[src/rtl/logic_stream_unit.sv]
// logic_stream_unit: WIDTH-bit bitwise logic unit (AND/OR/XOR/NAND) with valid/ready
// streams. Single-beat mode or multi-beat accumulate (reduction) mode; the result sits
// in a registered output until the consumer takes it.
// Optional feature macro: LOGIC_PARITY_EN adds out_parity = ^out_data.
module logic_stream_unit #(
  parameter int unsigned WIDTH = 8,
  parameter int unsigned LEN_W = 4
) (
  input  logic             clk,
  input  logic             rst_n,
  input  logic             in_valid,
  output logic             in_ready,
  input  logic [WIDTH-1:0] a,
  input  logic [WIDTH-1:0] b,
  input  logic [1:0]       op,
  input  logic             mode,
  input  logic [LEN_W-1:0] len,
  output logic             out_valid,
  input  logic             out_ready,
  output logic [WIDTH-1:0] out_data,
  output logic [LEN_W-1:0] out_beats
`ifdef LOGIC_PARITY_EN
  ,
  output logic             out_parity
`endif
);

  typedef enum logic [1:0] {
    StIdle = 2'd0,
    StAcc  = 2'd1,
    StHold = 2'd2
  } state_e;

  state_e           state_q, state_d;
  logic [1:0]       op_q, op_d;
  logic             mode_q, mode_d;
  logic [LEN_W-1:0] len_q, len_d;
  logic [WIDTH-1:0] acc_q, acc_d;
  logic [LEN_W-1:0] cnt_q, cnt_d;
  logic [WIDTH-1:0] out_data_q, out_data_d;
  logic [LEN_W-1:0] out_beats_q, out_beats_d;

  logic [1:0]       beat_op;
  logic [WIDTH-1:0] beat_r;
  logic [WIDTH-1:0] folded;
  logic [LEN_W-1:0] len_eff;
  logic [LEN_W-1:0] cnt_inc;

  function automatic logic [WIDTH-1:0] apply_op(input logic [1:0] o,
                                                input logic [WIDTH-1:0] x,
                                                input logic [WIDTH-1:0] y);
    logic [WIDTH-1:0] res;
    unique case (o)
      2'b00:   res = x & y;
      2'b01:   res = x | y;
      2'b10:   res = x ^ y;
      default: res = ~(x & y);
    endcase
    return res;
  endfunction

  // Per-beat result and fold of that result into the running accumulator
  always_comb begin
    // First beat uses the live op; later beats use the op latched on the first beat
    beat_op = (state_q == StIdle) ? op : op_q;
    beat_r  = apply_op(beat_op, a, b);
    len_eff = (len == '0) ? LEN_W'(1) : len;
    cnt_inc = cnt_q + LEN_W'(1);
    unique case (op_q)
      2'b01:   folded = acc_q | beat_r;
      2'b10:   folded = acc_q ^ beat_r;
      default: folded = acc_q & beat_r;  // AND and NAND both reduce with &
    endcase
  end

  // Next-state and datapath register updates
  always_comb begin
    state_d     = state_q;
    op_d        = op_q;
    mode_d      = mode_q;
    len_d       = len_q;
    acc_d       = acc_q;
    cnt_d       = cnt_q;
    out_data_d  = out_data_q;
    out_beats_d = out_beats_q;
    unique case (state_q)
      StIdle: begin
        if (in_valid) begin
          op_d   = op;
          mode_d = mode;
          len_d  = len_eff;
          acc_d  = beat_r;
          cnt_d  = LEN_W'(1);
          if (!mode || len_eff == LEN_W'(1)) begin
            out_data_d  = beat_r;
            out_beats_d = LEN_W'(1);
            state_d     = StHold;
          end else begin
            state_d = StAcc;
          end
        end
      end
      StAcc: begin
        if (in_valid) begin
          acc_d = folded;
          cnt_d = cnt_inc;
          if (!mode_q || cnt_inc == len_q) begin
            out_data_d  = folded;
            out_beats_d = len_q;
            state_d     = StHold;
          end
        end
      end
      StHold: begin
        if (out_ready) state_d = StIdle;
      end
      default: state_d = StIdle;
    endcase
  end

  // State and datapath registers; reset discards any partial or pending result
  always_ff @(posedge clk or negedge rst_n) begin
    if (!rst_n) begin
      state_q     <= StIdle;
      op_q        <= 2'b00;
      mode_q      <= 1'b0;
      len_q       <= '0;
      acc_q       <= '0;
      cnt_q       <= '0;
      out_data_q  <= '0;
      out_beats_q <= '0;
    end else begin
      state_q     <= state_d;
      op_q        <= op_d;
      mode_q      <= mode_d;
      len_q       <= len_d;
      acc_q       <= acc_d;
      cnt_q       <= cnt_d;
      out_data_q  <= out_data_d;
      out_beats_q <= out_beats_d;
    end
  end

`ifdef LOGIC_PARITY_EN
  logic parity_q;

  // Parity registered alongside out_data so the two never disagree
  always_ff @(posedge clk or negedge rst_n) begin
    if (!rst_n) parity_q <= 1'b0;
    else        parity_q <= ^out_data_d;
  end

  assign out_parity = parity_q;
`endif

  assign in_ready  = (state_q != StHold);
  assign out_valid = (state_q == StHold);
  assign out_data  = out_data_q;
  assign out_beats = out_beats_q;

endmodule

[config.mk]
export PLATFORM = sky130hd
export DESIGN_NAME = logic_stream_unit
export DESIGN_NICKNAME = d
export VERILOG_FILES = /design/src/rtl/logic_stream_unit.sv
export SDC_FILE = /design/constraint.sdc
export NUM_CORES = 1
export LEC_CHECK = 0
export ABC_AREA = 1
export CORE_ASPECT_RATIO = 0.9
export CORE_MARGIN = 2
export CORE_UTILIZATION = 55
export DETAILED_ROUTE_END_ITERATION = 7
export MAX_ROUTING_LAYER = met4
export PLACE_DENSITY_LB_ADDON = 0.2
export SLEW_MARGIN = 30
export SYNTH_ARGS = -nofsm -noshare
export SYNTH_HDL_FRONTEND = slang
export SYNTH_SLANG_ARGS = --single-unit
[constraint.sdc]
create_clock -name clk -period 5.5 [get_ports clk]
set_input_delay 1.375 -clock clk [delete_from_list [all_inputs] [get_ports clk]]
set_output_delay 1.375 -clock clk [all_outputs]
set_load 0.005 [all_outputs]
* Word-level counts from Yosys, hierarchy flattened *
Cells that the tools add are included.

word-level totals
  bits in registers = 33
  input bits = 27
  output and inout bits = 14
  word-level logic and storage cells = 68

operators by class
  bitwise operators = 7
  multiplexer cells = 26
  add/subtract/negate cells = 1
  reduce and logical (&&, ||, !) cells = 12
  equality and inequality tests = 14

operator list
  cell                   count
  $mux W8                6
  $pmux W8 S2            3
  $mux W4                7
  $pmux W8 S3            1
  $and A8 B8 Y8          2
  $or A8 B8 Y8           2
  $pmux W4 S2            2
  $xor A8 B8 Y8          2
  $mux W2                6
  $ne A2 B2 Y1 const B   4
  $not A8 Y8             1
  $eq A2 B1 Y1 const B   3
  $eq A2 B2 Y1 const B   3
  $pmux W2 S3            1
  $reduce_and A5 Y1      1
  $add A4 B1 Y4 const B  1
  $eq A4 B1 Y1 const B   1
  $eq A4 B4 Y1           1
  $logic_not A2 Y1       2
  $logic_not A4 Y1       1
  $ne A2 B1 Y1 const B   2
  $reduce_and A4 Y1      1
  $reduce_and A3 Y1      1
  $logic_not A1 Y1       2
  3 further kinds        4

* Depth between registers and ports, before layout *
  depth in word-level cells = 9
  gate-level depth with buffers = 15
  depth with buffers taken out = 15

* Worst setup path after synthesis *
No wires, ideal clock.

  path type = input to register
  start = input op[1]
  end = register out_data_q[0] (netlist: out_data[0])
  cell stages on the path = 14
  setup time = 0.117 ns
  arrival = 2.683 ns
  required time = 5.383 ns
  setup slack = 2.700 ns
  buffers on the path = 1
  cells stage by stage = inv_1 -> nand2_2 -> o21ai_4 -> buf_6 -> nand3_1 -> nand3_2 -> nand2_1 -> ha_1 -> nand2_1 -> o21ai_0 -> o211ai_1 -> nand2_1 -> nand2_1 -> nand2_1

between the ends
  word-level cells in the longest chain between the ends = 8
  elaborated cells on any way between the ends = 14
  classes of those cells = eq/ne (2); mux (8); bitwise (3); reduce/logical (1)

ends and longest elaborated chain
  what                                   RTL line  RTL
  start: declaration                     15        input logic [1:0] op,
  $mux W2 *                              65        beat_op = (state_q == StIdle) ? op : op_q;
  $eq A2 B2 Y1 (tied with other cells)   53        unique case (o)
  $pmux W8 S3 *                          53
  $and A8 B8 Y8 (tied with other cells)  72        default: folded = acc_q & beat_r;
  $pmux W8 S2                            69        unique case (op_q)
  $mux W8                                107       if (!mode_q || cnt_inc == len_q) begin
  $mux W8                                104       if (in_valid) begin
  $pmux W8 S2 *                          86        unique case (state_q)
  end signal: assignment                 139       out_data_q <= out_data_d;
  end: declaration                       40        logic [WIDTH-1:0] out_data_q, out_data_d;

Mark *: on every way between the ends. The rest lies on a longest branch, timed or not. The select of a mux whose other input is x is not followed.
A chain may end at the register's enable or synchronous reset.

* Worst setup path after layout *
  start = input op[1]
  end = register out_data_q[2] (netlist: out_data[2])

The elaborated chain is that of the path after synthesis.

==> key figures <==
Run status
  • Status: finished clean

CTS
  • H-tree Lvls: 2
  • Worst-path clk slew: 70 ps
  • CTS root buffer: clkbuf_8
  • CTS Buf Count: 5
  • Clock Latency Late Sink: 290 ps
  • Post-CTS Setup Repair Bufs: 0
  • Post-cts sizing count: 0
  • Clock sinks: 33
  • Hold buffers post-CTS: 0
  • CTS tree: built
  • CTS Buffer Depth: 2

Timing
  • Slew HR: 48.7%
  • RSZ-0062 raised after global routing: false
  • Worst Tran Pin Value: 767 ps
  • TNS Setup: 0 ps
  • Max Slew Vio Count: 0
  • Setup Viol. Count Final: 0
  • Final hold violation count: 0
  • Maximum achievable frequency: 0.306 GHz
  • Min cycle time layout: 3270 ps
  • Period utilization: 59.4%
  • Clock skew: 10.6 ps

Cells and area
  • Fillers: 427
  • Area of the multi-input gates: roughly 0.0015 mm²
  • Layout area overhead: 19.8%
  • Diode count: 0
  • Layout net count: 470
  • Finished Cell Area: between 0.003 and 0.004 mm²
  • Share of cells above drive strength 1: 6.36%
  • Storage cell area: 826 µm²

Yosys
  • Ys async rst share: 100%
  • Count leader, synth: nand2_1
  • Area contributors post-synth: dfrtp_1 (31%), nand2_1 (17%), ha_1 (17%), inv_1 (9.7%), nand3_1 (5.5%)
  • Synth warnings: 0
  • Flops & latches, synth: 33
  • Synth Net Count: 431
  • Ys flop type: dfrtp_1
  • Biggest area consumer among synthesized cells: dfrtp_1
  • Commonest cells in the synthesized netlist: nand2_1 (119), inv_1 (68), ha_1 (35)
  • EDFF count, synth: 0
  • Register area share after synthesis: a little under a third
  • Syn Area/Cell: 7.14 µm²
  • Post-synth top area share: between 30 and 40%
  • Synth cell types: 25
  • Post-Syn Area: ~0.0026 mm²
  • Syn Inst Count: 369

Pwr
  • Int Pwr: 821 µW
  • Worst vdd ir: 473 µV
  • Gate power share: between 60% and 70%
  • Leak: 1.70 nW
  • NetSw: 793 µW
  • Switching Fraction: 49.2%
  • Sequential Power Share: between 20% and 30%
  • Clk pwr share: 11.0%
  • PwrDens: 511 mW/mm²

Floorplanning
  • Die X: roughly 77 µm
  • Die Span Y: 69.7 µm
  • Row cnt: 23
  • Initial Util: between 50% and 60%
  • Die ar.: 0.00536 mm²
  • Num ports: 41
  • Core region area: 0.00455 mm²

Routing
  • Number of nets still failing antenna checks after routing: 0
  • Drt total wl: 5.60 mm
  • Wire per inst: 11.9 µm
  • DRC: 0
  • Initial drt markers: 144
  • Routed vias: 2,416
  • Pre-Repair DR Iteration Count: 4
  • Via-to-Cell Ratio: 5.13

Placed design
  • Gpl congestion: 0.834
  • Placed cell area: 0.00307 mm²
  • Port Buffer Count: 40
  • Hpwl dp: approximately 4.3 mm

Critical path
  • CP Data Arrival Time: 3450 ps
  • Crit path largest cell delay: 500 ps
  • Type of destination of the critical path: flip-flop
  • Critical path's slowest cell: clkdlybuf4s50_1
  • Most used cell, CP: nand2_1
  • Max FO, Critical Path: 8
  • Setup crit start kind: input pin
  • Crit-path cells: clkdlybuf4s50_1 -> nand2_1 -> o21ai_1 -> o21ai_0 -> nand3_2 -> nand2_1 -> ha_1 -> nand2_1 -> o21ai_0 -> o211ai_1 -> nand2_1 -> nand2_1 -> nand2_1
  • WP data required: 5680 ps
  • Setup CP Type: input pin to flip-flop

Global route
  • Initial antenna violation count: 0
  • Vias in the first global route: 2,368
  • Largest net degree at the start of global routing: 34
  • Total GRT Usage: 23.7%
  • Gr ovfl total: 0
  • First-pass GRT wire length: 10.2 mm

Hold path
  • Hold Path Class: flip-flop to flip-flop

Flow run
  • Max cap viols: 0
==> state kept, by name, indices dropped and copies added, names as in the netlist <==
signal / count
mode_q: 1
state_q: 2
cnt_q: 4
out_data: 8
op_q: 2
out_beats: 4
acc_q: 8
len_q: 4
==> cells by family (layout without fill, tap and decap cells) <==
kind of cell,count (synthesis),count (layout),share of synthesized area (%)
XOR/XNOR,2,2,0.665
buffers and inverters,79,119,12.0
AND/OR/NAND/NOR,175,175,29.3
adder cells (fa/ha/maj),35,35,16.6
AO/OA/AOI/OAI,45,45,10.1
flip-flops,33,33,31.3
==> metrics by stage <==
stage | cells | power, mW | utilization, % | worst slack [ps] | hold slack [ps]
CTS | 471 | 1.62 | 69.4 | 2290 | 485
detailed placement | 463 | 1.43 | 67.6 | 1980 | 467
global placement | 463 | 1.39 | 67.6 | 2070 | 465
global route | 471 | 1.81 | 69.5 | 2040 | 526
finish | 471 | 1.61 | 69.5 | 2230 | 482
floorplan | 369 | 1.15 | - | 2700 | 472
==> final timing paths <==
| path | end | start | slack [ps] | cells after the start |
|---|---|---|---|---|
| max | out_data[2] | op[1] | 2230 | 13 |
| min | out_data[6] | out_data[6] | 480 | 2 |
| max reg2reg | out_data[7] | state_q[0] | 3070 | 9 |
| min reg2reg | out_data[6] | out_data[6] | 480 | 2 |
| max in group asynchronous | len_q[0] | rst_n | 3710 | 2 |
| min in group asynchronous | acc_q[6] | rst_n | 1480 | 2 |
==> power groups by stage <==
stage | Combinational, mW | Clock (mW) | Sequential, mW
global placement | 0.953 | 0 | 0.433
global route | 1.17 | 0.192 | 0.448
floorplan | 0.728 | 0 | 0.420
finish | 1.01 | 0.177 | 0.432
detailed placement | 0.996 | 0 | 0.435
CTS | 1.00 | 0.181 | 0.432
==> final cells by class <==
class / count / area share, %
Clock inverter: 2 / 0.317
Multi-Input combinational cell: 257 / 47.4
Timing Repair Buffer: 42 / 13.2
Clock buffer: 6 / 2.30
Tap cell: 62 / 2.46
Inverter: 69 / 8.20
Sequential cell: 33 / 26.1
==> cell usage in the layout, fill, tap and decap left out, drive strengths merged <==
cell type      netlist  final
nand2              123    123
o21ai               30     30
ha                  35     35
or2                  1      1
buf                  5      2
clkbuf               5      6
clkdlybuf4s50        0     40
o22ai                2      2
xnor2                1      1
clkinv               1      3
a22o                 1      1
inv                 68     68
a21oi                3      3
o211ai               8      8
o221ai               1      1
xor2                 1      1
dfrtp               33     33
nor2                13     13
nand3               37     37
nand4                1      1
==> metal layers <==
metal,up-vias,wire [µm],GRT usage [%]
met4,0,57,4.96
met5,-,0,-
met2,57,2660,39.0
met3,8,228,4.56
li1,1228,-,-
met1,1123,2650,30.6
==> worst max-delay path: cells and delay by family <==
family | cells | cell delay, ps
buf+inv | 1 | 500
fa+ha+maj | 1 | 280
simple gates | 7 | 520
compound gates | 4 | 760
Power figures use the tool's default switching activity.
